## src/rtl/alarm_pkg.sv

```systemverilog
// Shared types for the alarm sequencer: state encoding and output decode.
package alarm_pkg;

    // 3-bit state encoding, also driven onto the debug/LED state port.
    typedef enum logic [2:0] {
        ST_DISARMED = 3'd0,
        ST_ARMING   = 3'd1,
        ST_ARMED    = 3'd2,
        ST_ENTRY    = 3'd3,
        ST_ALARM    = 3'd4
    } state_e;

    // Status flags derived purely from a state value.
    typedef struct packed {
        logic alarm;
        logic armed;
        logic pending;
    } status_t;

    // Map a state to its siren / armed / delay-running flags.
    function automatic status_t decode_status(state_e s);
        status_t st;
        st.alarm   = (s == ST_ALARM);
        st.armed   = (s == ST_ARMED)  || (s == ST_ENTRY);
        st.pending = (s == ST_ARMING) || (s == ST_ENTRY);
        return st;
    endfunction

endpackage

```

## src/rtl/alarm_sequencer_in_sync.sv

```systemverilog
// Two-flop synchroniser for one asynchronous board input, with a rising-edge
// pulse taken from the synchronised level and one extra history flop.
module in_sync (
    input  logic clk,
    input  logic rst_n,
    input  logic din,
    output logic dout,
    output logic rise
);

    logic s1;
    logic s2;
    logic s2_d;

    // Synchronise the raw input and keep one cycle of history for edge detect.
    always_ff @(posedge clk or negedge rst_n) begin
        if (!rst_n) begin
            s1   <= 1'b0;
            s2   <= 1'b0;
            s2_d <= 1'b0;
        end else begin
            s1   <= din;
            s2   <= s1;
            s2_d <= s2;
        end
    end

    assign dout = s2;
    assign rise = s2 & ~s2_d;

endmodule

```

## src/rtl/alarm_sequencer.sv

```systemverilog
// Door/key/sensor/panic alarm controller. Inputs are synchronised, the key is
// edge-detected, and a single shared counter times the exit delay, entry delay
// and alarm hold. All outputs are registered decodes of the next state so they
// move in the same cycle as the state register.
module alarm_sequencer
    import alarm_pkg::*;
#(
    parameter int CNT_W      = 8,
    parameter int EXIT_DLY   = 4,
    parameter int ENTRY_DLY  = 6,
    parameter int ALARM_HOLD = 8,
    parameter bit AUTO_REARM = 1'b0
) (
    input  logic       clk,
    input  logic       rst_n,
    input  logic       D,
    input  logic       K,
    input  logic       S,
    input  logic       B,
    output logic       A,
    output logic       armed,
    output logic       pending,
    output logic [2:0] state
);

    // Each timed state loads DLY-1 and expires when the counter reads zero,
    // so it lasts exactly DLY cycles.
    localparam logic [CNT_W-1:0] EXIT_LD  = CNT_W'(EXIT_DLY - 1);
    localparam logic [CNT_W-1:0] ENTRY_LD = CNT_W'(ENTRY_DLY - 1);
    localparam logic [CNT_W-1:0] HOLD_LD  = CNT_W'(ALARM_HOLD - 1);
    localparam logic [CNT_W-1:0] ONE      = CNT_W'(1);

    logic       d_s;
    logic       s_s;
    logic       b_s;
    logic       kr;
    logic       k_sync_unused;
    logic [2:0] rise_unused;

    state_e           state_q;
    state_e           state_d;
    logic [CNT_W-1:0] cnt_q;
    logic [CNT_W-1:0] cnt_d;
    status_t          nxt_status;

    in_sync u_sync_d (.clk(clk), .rst_n(rst_n), .din(D), .dout(d_s),           .rise(rise_unused[0]));
    in_sync u_sync_k (.clk(clk), .rst_n(rst_n), .din(K), .dout(k_sync_unused), .rise(kr));
    in_sync u_sync_s (.clk(clk), .rst_n(rst_n), .din(S), .dout(s_s),           .rise(rise_unused[1]));
    in_sync u_sync_b (.clk(clk), .rst_n(rst_n), .din(B), .dout(b_s),           .rise(rise_unused[2]));

    // Next-state and counter: priority within each state is panic, intrusion,
    // key, then door/expiry.
    always_comb begin
        state_d = state_q;
        cnt_d   = cnt_q;
        case (state_q)
            ST_DISARMED: begin
                if (b_s) begin
                    state_d = ST_ALARM;
                    cnt_d   = HOLD_LD;
                end else if (kr) begin
                    state_d = ST_ARMING;
                    cnt_d   = EXIT_LD;
                end
            end
            ST_ARMING: begin
                // Door and sensor are deliberately ignored during exit delay.
                if (b_s) begin
                    state_d = ST_ALARM;
                    cnt_d   = HOLD_LD;
                end else if (kr) begin
                    state_d = ST_DISARMED;
                    cnt_d   = '0;
                end else if (cnt_q == '0) begin
                    state_d = ST_ARMED;
                end else begin
                    cnt_d = cnt_q - ONE;
                end
            end
            ST_ARMED: begin
                if (b_s || s_s) begin
                    state_d = ST_ALARM;
                    cnt_d   = HOLD_LD;
                end else if (kr) begin
                    state_d = ST_DISARMED;
                    cnt_d   = '0;
                end else if (d_s) begin
                    state_d = ST_ENTRY;
                    cnt_d   = ENTRY_LD;
                end
            end
            ST_ENTRY: begin
                if (b_s || s_s) begin
                    state_d = ST_ALARM;
                    cnt_d   = HOLD_LD;
                end else if (kr) begin
                    state_d = ST_DISARMED;
                    cnt_d   = '0;
                end else if (cnt_q == '0) begin
                    state_d = ST_ALARM;
                    cnt_d   = HOLD_LD;
                end else begin
                    cnt_d = cnt_q - ONE;
                end
            end
            ST_ALARM: begin
                // Panic held while already alarming does not restart the hold;
                // without auto-rearm the counter parks at zero.
                if (kr) begin
                    state_d = ST_DISARMED;
                    cnt_d   = '0;
                end else if (cnt_q == '0) begin
                    if (AUTO_REARM) begin
                        state_d = ST_ARMED;
                    end
                end else begin
                    cnt_d = cnt_q - ONE;
                end
            end
            default: begin
                state_d = ST_DISARMED;
                cnt_d   = '0;
            end
        endcase
    end

    assign nxt_status = decode_status(state_d);

    // State, counter and registered output decode; reset clears the siren at once.
    always_ff @(posedge clk or negedge rst_n) begin
        if (!rst_n) begin
            state_q <= ST_DISARMED;
            cnt_q   <= '0;
            A       <= 1'b0;
            armed   <= 1'b0;
            pending <= 1'b0;
        end else begin
            state_q <= state_d;
            cnt_q   <= cnt_d;
            A       <= nxt_status.alarm;
            armed   <= nxt_status.armed;
            pending <= nxt_status.pending;
        end
    end

    assign state = state_q;

endmodule

```

## config.mk

```make
export PLATFORM = sky130hd
export DESIGN_NAME = alarm_sequencer
export DESIGN_NICKNAME = d
export VERILOG_FILES = /design/src/rtl/alarm_pkg.sv /design/src/rtl/alarm_sequencer_in_sync.sv /design/src/rtl/alarm_sequencer.sv
export SDC_FILE = /design/constraint.sdc
export NUM_CORES = 1
export LEC_CHECK = 0
export CORE_UTILIZATION = 58
export CTS_CLUSTER_SIZE = 8
export DETAILED_ROUTE_END_ITERATION = 8
export PLACE_DENSITY = 0.92
export SYNTH_ARGS = -nofsm -noshare
export SYNTH_HDL_FRONTEND = slang
export SYNTH_SLANG_ARGS = --single-unit
```

## constraint.sdc

```tcl
create_clock -name clk -period 5.21 [get_ports clk]
set_input_delay 0.7815 -clock clk [delete_from_list [all_inputs] [get_ports clk]]
set_output_delay 0.7815 -clock clk [all_outputs]
set_load 0.005 [all_outputs]
```

==> summary.md <==
| Metric | Value |
|---|---|
| Vias in the first global route | about 800 |
| Final nets | 139 |
| Reg2reg setup slack | 3.32 ns |
| CP Capture Type | output pin |
| Reg2Reg Depth | 9 |
| Worst vdd ir | between 0.2 and 0.3 mV |
| Fin crit share | 0.4467 |
| Post-route minimum period | roughly 2.3 ns |
| Die ar. | 0.002162 mm^2 |
| Busiest grt layer | met2 |
| CP Buf/Inv Count | 1 |
| 1st-pass router iterations | 4 |
| Row count | 15 |
| Routed Antenna Nets | 0 |
| Max stage delay on crit path | 0.65 ns |
| I/O Pins | 12 |
| Vias post-DR | 937 |
| GR Overflow Total | 0 |
| First-pass GRT wire length | ~3.5 mm |
| Synth Cell Area | ~0.0011 mm^2 |
| Status | completed |
| Max-slew violations | 0 |
| Endpoints failing setup | 0 |
| Hold path depth | 0 |
| Total Wirelength | 2.151 mm |
| Hold path start | u_sync_b.s1 |
| Syn. warnings | 0 |
| CTS root buf | clkbuf_4 |
| M1 GR Usage | 0.2990 |
| CTS sink cnt | 23 |
| Routed length per instance | 13.97 um |
| Dpl hpwl | 1.522 mm |
| Post-synth ARST share | 1.000 |
| Cells after Synth | 120 |
| Post-route cell area | 0.001287 mm^2 |
| Slew headroom | 0.3595 |
| CP Max Fanout | 17 |
| Crit-path slowest cell | dfrtp_1 |
| CTS tree | yes |
| IO buf count | 11 |
| Post-synthesis cell type count | 35 |
| CTS Buf Count | 3 |
| Fmax | 429.6 MHz |
| CTS H-tree depth | 1 |
| RR Endpoint | cnt_q[0] |
| Hold-fix buffers at CTS | 0 |
| Maxcap violations | 0 |
| Antenna cells | 0 |
| RSZ-0062 raised after global routing | no |
| Setup TNS | 0 ns |
| Mapped Nets | 129 |
| Min-Delay Path Class | flop to flop |
| Bufs on Longest Clock Path | 2 |
| Main synth FF type | dfrtp_1 |
| Largest net degree at the start of global routing | 24 |
| Delay-heaviest family, CP | flip-flops |
| Worst Skew | between 0.002 and 0.0025 ns |
| Die W | 46.50 um |
| Initial antenna violation count | 0 |
| Non-filler cells, final | 154 |
| Initial Utilization | 0.6442 |
| Post-synth EDFFs | 0 |
| Most frequent cells in the layout | 23 x dfrtp_1, 13 x o21ai_0, 11 x nand2_1, 11 x clkdlybuf4s50_1, 9 x nor2_1 |
| GP Congestion | 0.8721 |
| Pwr Density | a little over 400 mW/mm^2 |
| Worst-path cell chain | clkdlybuf4s50_1 |
| 1st-iter DRT viols | 31 |
| Sequential share of the synthesized area | 0.5011 |
| CP startpoint kind | flop |
| Tot GR Track Use | 0.2274 |
| Most common cell after layout, fill and taps aside | dfrtp_1 |
| Critical Path RT | 4.43 ns |
| Post-cts resize count | 0 |
| DR vias/cell | 6.084 |
| WP data arrival | 1.55 ns |
| Avg Inst Size Synth | ~9.6 um^2 |
| DP Area | 0.001260 mm^2 |
| Share of layout cells above drive strength 1 | 0.04651 |
| Lkg Pwr | 0.5638 nW |
| Area growth syn-to-layout | 12.09% |
| Grt met3 use | 0.02353 |
| Worst r2r src | cnt_q[4] |
| DRC violations left | 0 |
| CTS clk-pin slew, worst paths | about 0.13 ns |
| Final hold viol count | 0 |
| CP Class | flop to output pin |
| Hold path endpoint | u_sync_b.dout |
| Chip height | 46.50 um |
| Seq cells post-synth | 23 |
| Worst-skew pair later-pin latency | ~0.3 ns |
| Inst Count DP | 150 |
| Setup Fix Bufs, Post-CTS | 0 |
| CORE AREA | about 0.0018 mm^2 |
| Worst-Margin Slew | 0.9578 ns |
| Met2 GRT Util | 0.3889 |
stage by stage:
stage / power [mW] / util / setup slack [ns] / hold slack, ns
4_1_cts: 0.5292 / 0.7221 / 2.892 / 0.3701
6_report: 0.5252 / 0.7221 / 2.882 / 0.3657
5_1_grt: 0.5616 / 0.7221 / 2.809 / 0.3734
2_1_floorplan: 0.4015 / - / 3.547 / 0.3312
3_5_place_dp: 0.4477 / 0.7067 / 3.156 / 0.3411
3_3_place_gp: 0.4372 / 0.7067 / 3.222 / 0.3323
Yosys cell counts (2+ instances only):
cell       n  area share
a21o_1     3       0.020
a21oi_1    6       0.026
a31oi_1    3       0.016
and2_1     2       0.011
clkbuf_1   5       0.016
dfrtp_1   23        0.50
ha_1       3       0.033
inv_1      6       0.020
nand2_1   11       0.036
nand2b_1   2       0.011
nand3_1    2      0.0087
nand3b_1   2       0.013
nor2_1     9       0.029
nor2b_1    2       0.011
nor3_1     3       0.013
nor3b_1    3       0.020
nor4_1     4       0.022
o21ai_0   13       0.057
o221ai_1   2       0.015
registers in the layout (all words and copies together), names as in the netlist:
register and cells:
u_sync_b.dout 1, u_sync_k.dout 1, u_sync_s.s1 1, u_sync_d.dout 1, u_sync_k.s1 1, armed 1, cnt_q 8, u_sync_k.s2_d 1
state 3, A 1, u_sync_d.s1 1, pending 1, u_sync_s.dout 1, u_sync_b.s1 1
where the power goes:
group	total [mW]	internal (mW)	leakage [nW]	switching, mW
clock network	0.0815	0.0286	0.0177	0.0529
registers	0.253	0.214	0.285	0.0390
logic	0.191	0.0875	0.261	0.104
routing by layer:
metal	share of wire	wire length [um]
met4	0.0056	12
met1	0.44	957
met5	0	0
met2	0.49	1062
met3	0.055	118
final cells by class:
class                           count  area [um^2]
Sequential cell                    23        575.6
Multi-Input combinational cell     85        520.5
Fill cell                         132        495.5
Timing Repair Buffer               11        110.1
Tap cell                           25        31.28
Clock buffer                        3        22.52
Inverter                            6        22.52
Clock inverter                      1        5.005
worst max-delay path by stage:
stage          startpoint          end  slack (ns)  depth (start not counted)
3_3_place_gp        rst_n  u_sync_k.s1        3.22                          1
2_1_floorplan    cnt_q[0]     cnt_q[5]        3.55                          7
5_1_grt          state[0]     state[0]        2.81                          1
6_report         state[1]     state[1]        2.88                          1
3_5_place_dp        rst_n  u_sync_k.s1        3.16                          1
4_1_cts          state[1]     state[1]        2.89                          1
kinds of logic (layout without fill, tap and decap cells):
group	after synthesis	count (layout)	share of synthesized area
compound gates	36	36	0.1994
xor+xnor	2	2	0.01525
fa+ha+maj	3	3	0.03268
buf+inv	12	21	0.04575
flops	23	23	0.5011
mux	1	1	0.008715
simple gates	43	43	0.1972
Note: power is estimated with default switching activity, not from simulation.
